<file path="config.mk">
export PLATFORM = sky130hd
export DESIGN_NAME = mips_dcache
export DESIGN_NICKNAME = d
export VERILOG_FILES = /design/src/rtl/mips_cache_pkg.sv /design/src/rtl/dcache_store.sv /design/src/rtl/mips_dcache.sv
export SDC_FILE = /design/constraint.sdc
export NUM_CORES = 2
export LEC_CHECK = 0
export ABC_AREA = 0
export BUFFER_PORTS_ARGS = -buffer_cell sky130_fd_sc_hd__buf_4
export CORE_UTILIZATION = 25
export CTS_CLUSTER_SIZE = 30
export DETAILED_ROUTE_END_ITERATION = 7
export HOLD_SLACK_MARGIN = 0.02
export SLEW_MARGIN = 20
export SYNTH_ARGS = -nofsm -noshare
export SYNTH_HDL_FRONTEND = slang
export SYNTH_SLANG_ARGS = --single-unit
</file>
<file path="constraint.sdc">
create_clock -name clk -period 9.85 [get_ports clk]
set_input_delay 0 -clock clk [delete_from_list [all_inputs] [get_ports clk]]
set_output_delay 0 -clock clk [all_outputs]
set_load 0.02 [all_outputs]
</file>
<file path="src/rtl/mips_cache_pkg.sv">
// rtl/mips_cache_pkg.sv - shared types and address/byte helpers for the MIPS data cache
package mips_cache_pkg;

  typedef enum logic [2:0] {
    IDLE,
    WRITEBACK,
    FILL,
    FLUSH,
    DONE
  } state_t;

  function automatic logic [31:0] tag_of(input logic [31:0] addr, input int index_bits);
    return addr >> (index_bits + 2);
  endfunction

  function automatic logic [31:0] index_of(input logic [31:0] addr, input int index_bits);
    return (addr >> 2) & ((32'd1 << index_bits) - 32'd1);
  endfunction

  // Byte [0] of the core's byte array is the most significant byte of the word.
  function automatic logic [31:0] pack_word(input logic [7:0] b0, input logic [7:0] b1,
                                            input logic [7:0] b2, input logic [7:0] b3);
    return {b0, b1, b2, b3};
  endfunction

  function automatic logic [7:0] byte_of(input logic [31:0] w, input int i);
    return w[8*(3-i) +: 8];
  endfunction

endpackage

</file>
<file path="src/rtl/dcache_store.sv">
// rtl/dcache_store.sv - line storage: valid/dirty/tag/data, one async read port, one sync write port
module dcache_store #(
  parameter int INDEX_BITS = 5,
  parameter int TAG_W      = 25
) (
  input  logic                  clk,
  input  logic                  rst_b,
  input  logic [INDEX_BITS-1:0] rd_idx,
  output logic                  rd_valid,
  output logic                  rd_dirty,
  output logic [TAG_W-1:0]      rd_tag,
  output logic [31:0]           rd_data,
  input  logic                  wr_en,
  input  logic [INDEX_BITS-1:0] wr_idx,
  input  logic                  wr_dirty,
  input  logic [TAG_W-1:0]      wr_tag,
  input  logic [31:0]           wr_data
);
  localparam int LINES = 1 << INDEX_BITS;

  logic [LINES-1:0] valid;
  logic [LINES-1:0] dirty;
  logic [TAG_W-1:0] tags  [LINES];
  logic [31:0]      words [LINES];

  // Every write (fill, hit store, flush clean) leaves the line valid.
  always_ff @(posedge clk or negedge rst_b) begin
    if (!rst_b) begin
      valid <= '0;
      dirty <= '0;
    end else if (wr_en) begin
      valid[wr_idx] <= 1'b1;
      dirty[wr_idx] <= wr_dirty;
    end
  end

  always_ff @(posedge clk) begin
    if (wr_en) begin
      tags[wr_idx]  <= wr_tag;
      words[wr_idx] <= wr_data;
    end
  end

  assign rd_valid = valid[rd_idx];
  assign rd_dirty = dirty[rd_idx];
  assign rd_tag   = tags[rd_idx];
  assign rd_data  = words[rd_idx];

endmodule

</file>
<file path="src/rtl/mips_dcache.sv">
// rtl/mips_dcache.sv - direct-mapped write-back write-allocate data cache with halt-time flush
module mips_dcache
  import mips_cache_pkg::*;
#(
  parameter int INDEX_BITS  = 5,
  parameter int MEM_LATENCY = 4
) (
  input  logic        clk,
  input  logic        rst_b,
  input  logic        core_req,
  input  logic        core_we,
  input  logic [31:0] core_addr,
  input  logic [7:0]  core_wdata [0:3],
  output logic [7:0]  core_rdata [0:3],
  output logic        core_stall,
  input  logic        halted_in,
  output logic        flush_done,
  output logic [31:0] mem_addr,
  output logic [7:0]  mem_data_in [0:3],
  input  logic [7:0]  mem_data_out [0:3],
  output logic        mem_write_en
);
  localparam int TAG_W = 30 - INDEX_BITS;
  localparam int LAT_W = (MEM_LATENCY > 1) ? $clog2(MEM_LATENCY) : 1;
  localparam logic [LAT_W-1:0]      LAT_LAST = LAT_W'(MEM_LATENCY - 1);
  localparam logic [INDEX_BITS-1:0] IDX_LAST = '1;

  state_t state, state_n;
  logic [LAT_W-1:0]      lat_cnt, lat_n;
  logic [INDEX_BITS-1:0] flush_idx, flush_idx_n;

  logic [TAG_W-1:0]      req_tag;
  logic [INDEX_BITS-1:0] req_idx, rd_idx;
  logic                  rd_valid, rd_dirty;
  logic [TAG_W-1:0]      rd_tag;
  logic [31:0]           rd_data;

  logic                  wr_en, wr_dirty;
  logic [INDEX_BITS-1:0] wr_idx;
  logic [TAG_W-1:0]      wr_tag;
  logic [31:0]           wr_data;

  logic [31:0] mem_word, wdata_word, fill_word;
  logic        hit, lat_last, victim_dirty;

  assign req_tag    = TAG_W'(tag_of(core_addr, INDEX_BITS));
  assign req_idx    = INDEX_BITS'(index_of(core_addr, INDEX_BITS));
  assign rd_idx     = (state == FLUSH) ? flush_idx : req_idx;
  assign hit        = core_req && rd_valid && (rd_tag == req_tag);
  assign victim_dirty = rd_valid && rd_dirty;
  assign lat_last   = (lat_cnt == LAT_LAST);
  assign wdata_word = pack_word(core_wdata[0], core_wdata[1], core_wdata[2], core_wdata[3]);
  assign fill_word  = pack_word(mem_data_out[0], mem_data_out[1], mem_data_out[2], mem_data_out[3]);
  assign flush_done = (state == DONE);

  for (genvar g = 0; g < 4; g++) begin : g_bytes
    assign core_rdata[g]  = byte_of(rd_data, g);
    assign mem_data_in[g] = byte_of(mem_word, g);
  end

  dcache_store #(
    .INDEX_BITS(INDEX_BITS),
    .TAG_W     (TAG_W)
  ) u_store (
    .clk      (clk),
    .rst_b    (rst_b),
    .rd_idx   (rd_idx),
    .rd_valid (rd_valid),
    .rd_dirty (rd_dirty),
    .rd_tag   (rd_tag),
    .rd_data  (rd_data),
    .wr_en    (wr_en),
    .wr_idx   (wr_idx),
    .wr_dirty (wr_dirty),
    .wr_tag   (wr_tag),
    .wr_data  (wr_data)
  );

  always_ff @(posedge clk or negedge rst_b) begin
    if (!rst_b) begin
      state     <= IDLE;
      lat_cnt   <= '0;
      flush_idx <= '0;
    end else begin
      state     <= state_n;
      lat_cnt   <= lat_n;
      flush_idx <= flush_idx_n;
    end
  end

  always_comb begin
    state_n      = state;
    lat_n        = lat_cnt;
    flush_idx_n  = flush_idx;
    wr_en        = 1'b0;
    wr_idx       = req_idx;
    wr_dirty     = 1'b0;
    wr_tag       = rd_tag;
    wr_data      = rd_data;
    core_stall   = 1'b0;
    mem_addr     = '0;
    mem_word     = '0;
    mem_write_en = 1'b0;
    unique case (state)
      IDLE: begin
        lat_n = '0;
        // A halting core's pending access is dropped, not serviced.
        if (halted_in) begin
          state_n     = FLUSH;
          flush_idx_n = '0;
          core_stall  = core_req;
        end else if (core_req) begin
          if (hit) begin
            if (core_we) begin
              wr_en    = 1'b1;
              wr_dirty = 1'b1;
              wr_data  = wdata_word;
            end
          end else begin
            core_stall = 1'b1;
            state_n    = victim_dirty ? WRITEBACK : FILL;
          end
        end
      end
      WRITEBACK: begin
        core_stall   = 1'b1;
        mem_addr     = {rd_tag, req_idx, 2'b00};
        mem_word     = rd_data;
        mem_write_en = 1'b1;
        if (lat_last) begin
          state_n = FILL;
          lat_n   = '0;
        end else begin
          lat_n = lat_cnt + 1'b1;
        end
      end
      FILL: begin
        core_stall = 1'b1;
        mem_addr   = {core_addr[31:2], 2'b00};
        if (lat_last) begin
          wr_en   = 1'b1;
          wr_tag  = req_tag;
          wr_data = fill_word;
          state_n = IDLE;
          lat_n   = '0;
        end else begin
          lat_n = lat_cnt + 1'b1;
        end
      end
      FLUSH: begin
        core_stall = 1'b1;
        wr_idx     = flush_idx;
        if (victim_dirty) begin
          mem_addr     = {rd_tag, flush_idx, 2'b00};
          mem_word     = rd_data;
          mem_write_en = 1'b1;
          lat_n        = lat_cnt + 1'b1;
        end
        // Clean lines take one cycle; dirty ones advance after the last write cycle.
        if (!victim_dirty || lat_last) begin
          lat_n = '0;
          wr_en = victim_dirty;
          if (flush_idx == IDX_LAST) state_n = DONE;
          else                       flush_idx_n = flush_idx + 1'b1;
        end
      end
      DONE: begin
        core_stall = 1'b1;
      end
      default: begin
        state_n = IDLE;
      end
    endcase
  end

endmodule

</file>
==> metrics.txt <==
CTS Sinks=1898; Synth cell types=80; global-route wire length before repair=346000 µm; Worst Hold Slack=0.0634 ns; CTS tree=done; worst path arrival time=9.14 ns; largest net degree at the start of global routing=145; Die Ht=560 µm; post-CTS sizing=0; dominant synthesized flop cell=edfxtp_1; maxcap violations=0; initial core utilization=25.2%; unrepaired setup endpoints after global routing=no; worst-margin pin slew=1.17 ns; worst hold path type=in -> reg; final WL=249000 µm; PortBufs=195; initial antenna violation count=21; H-tree levels=4; Setup WS pre-CTS=1.60 ns; Layout Cells excl Fill=9112; number of remaining DRC errors=1; cell with the largest stage delay on the worst path=nor4_2; detailed-placement wirelength estimate=135000 µm; asr flop ratio synth=3.90%; fin area=91800 µm²; VDD IR max=0.204 mV; Clock Path Buffers=4; Post-CTS Repair Setup Buffers=0; Clk pin slew, worst setup/hold paths=0.06 ns; fin crit period=8.73 ns; GP Congestion=0.817; post-route ant nets=0; Critical Path Start Type=flip-flop; final hold violation count=0; I/O pin count=200; global route overflow=0; cells along the critical path=and4b_4 > a21o_4 > buf_4 > nand2_1 > a32oi_1 > nand4_1 > o31ai_1 > nand4b_1 > nor4_2 > nand2_1 > or3_4 > buf_4 > a21oi_4 > buf_4; Worst Slack Setup Final=1.12 ns; FF+latch count, synth=1898; Pins Over Slew Limit=0; Yosys top cell area share=70.3%; 1st-pass router iterations=8; core area=309000 µm²; cell accounting for the most synthesized area=edfxtp_1; Slew HR=19.8%; largest cells by area after synthesis=edfxtp_1, mux4_2, mux2i_1; worst skew pair latency=0.85 ns; CTS root buffer=clkbuf_16; placed instance area=85400 µm²; failing checks=design-rule violations; Critical path buffers and inverters=3; Critical Path Max Stage Delay=1.03 ns; total number of vias=47.1k; Setup CP Type=reg -> reg; yosys warns=0; clock skew=0.0580 ns; drt wl/cell=27.3 µm; total power=23.0 mW; FP Rows=204; area growth from synthesis to layout=17.9%; P per Cell Area=251 nW/µm²; Worst setup EP type=flip-flop; Worst EP required=10.27 ns; GR Util All Layers=15.3%; Post-Place Cells=8727; Die Wd=560 µm; leakage=29.2 nW; Syn Std Cell Area=77900 µm²; crit path max fanout=71; Largest delay share family, worst path=simple AND/OR/NAND/NOR gates; CP most frequent cell=buf_4; Via density=5.16; sequential area share after synthesis=72.7%; vias in the first global route=45.5k; Mapped Avg Cell Area=17.1 µm²; initial drt markers=7018; Mapped Cells=4543; most frequent cell after synthesis=edfxtp_1; Post-synth EDFFs=1824; fraction of layout cells with a size suffix above 1=21.3%; Die ar.=314000 µm²; fin crit share=88.6%; Fmax=0.115 GHz; status=finished, violations left; top cells by count, synth=edfxtp_1, nand2_1, mux4_2; Setup-failing EPs final=0; setup TNS=0 ns; TritonCTS buffer count=176; utilization after layout=29.7%; Layout Nets=4960
==> worst min-delay path, stage by stage <==
cell	delay [ns]
buf_4	0.11
nand3_1	0.07
a21oi_1	0.07
a21oi_1	0.11
o211ai_1	0.10
buf_4	0.24
==> final cells by class <==
class	count	area [µm²]
Clock inverter	107	1000
Fill cell	30400	218000
Antenna cell	2	5.00
Tap cell	4120	5150
Sequential cell	1898	56600
Timing Repair Buffer	466	3980
Clock buffer	205	4580
Multi-Input combinational cell	2218	20100
Inverter	96	360
==> final timing paths <==
check                      slack (ns)  cells after the start               from               endpoint
min in group asynchronous        0.53                      3              rst_b           flush_idx[3]
max reg2reg                      1.12                     14           state[0]  u_store.words[10][17]
max                              1.12                     14           state[0]  u_store.words[10][17]
min                              0.06                      6    mem_data_out[9]   u_store.words[15][9]
max in group asynchronous        7.87                      4              rst_b           flush_idx[2]
min reg2reg                      0.47                      2  u_store.valid[10]      u_store.valid[10]
==> report_power, final <==
part	total [mW]	leakage [nW]	switching [mW]	internal [mW]
Combinational	5.57	9.00	4.03	1.54
Sequential	10.6	17.4	0.0489	10.6
Clock	6.81	2.74	2.99	3.82
Total	23.0	29.2	7.06	15.9
==> cell families after synthesis <==
| family | count (synthesis) | share of synthesized area, % |
|---|---|---|
| DFF | 1898 | 72.7 |
| muxes | 557 | 11.8 |
| xor gates and xnor gates | 16 | 0.180 |
| buffers and inverters | 428 | 2.42 |
| adders and majority gates | 3 | 0.0482 |
| and+or+nand+nor | 739 | 4.42 |
| other | 1 | 0.00482 |
| AOI/OAI and AO/OA | 901 | 8.41 |
==> routing by layer <==
layer / global-route usage (%) / routed length, µm / up-vias
met5: 0 / 22 / -
met4: 4.74 / 8030 / 4
met3: 3.47 / 27700 / 423
met2: 23.1 / 110000 / 2771
met1: 21.7 / 103000 / 24700
li1: - / - / 19100
==> placed cells by master, fill, tap and decap left out, types with 93 or more instances in the layout <==
cell          n
a2111oi_0   104
a211oi_1    121
a21oi_1      93
a22oi_1     142
buf_4       370
clkbuf_16   179
edfxtp_1   1824
inv_1        93
mux2i_1     237
mux4_2      286
nand2_1     383
o21ai_0     108
==> sequential cells by signal (all words and copies together), names as in the netlist <==
| name | cells |
|---|---|
| flush_idx | 5 |
| lat_cnt | 2 |
| state | 3 |
| u_store.dirty | 32 |
| u_store.tags | 800 |
| u_store.valid | 32 |
| u_store.words | 1024 |
==> repair_timing <==
action,CTS,global route
setup endpoints to repair,0,0
endpoints found under the hold margin,1680,66
hold buffers,62,3
No activity file was read; power rests on OpenSTA's default activity.
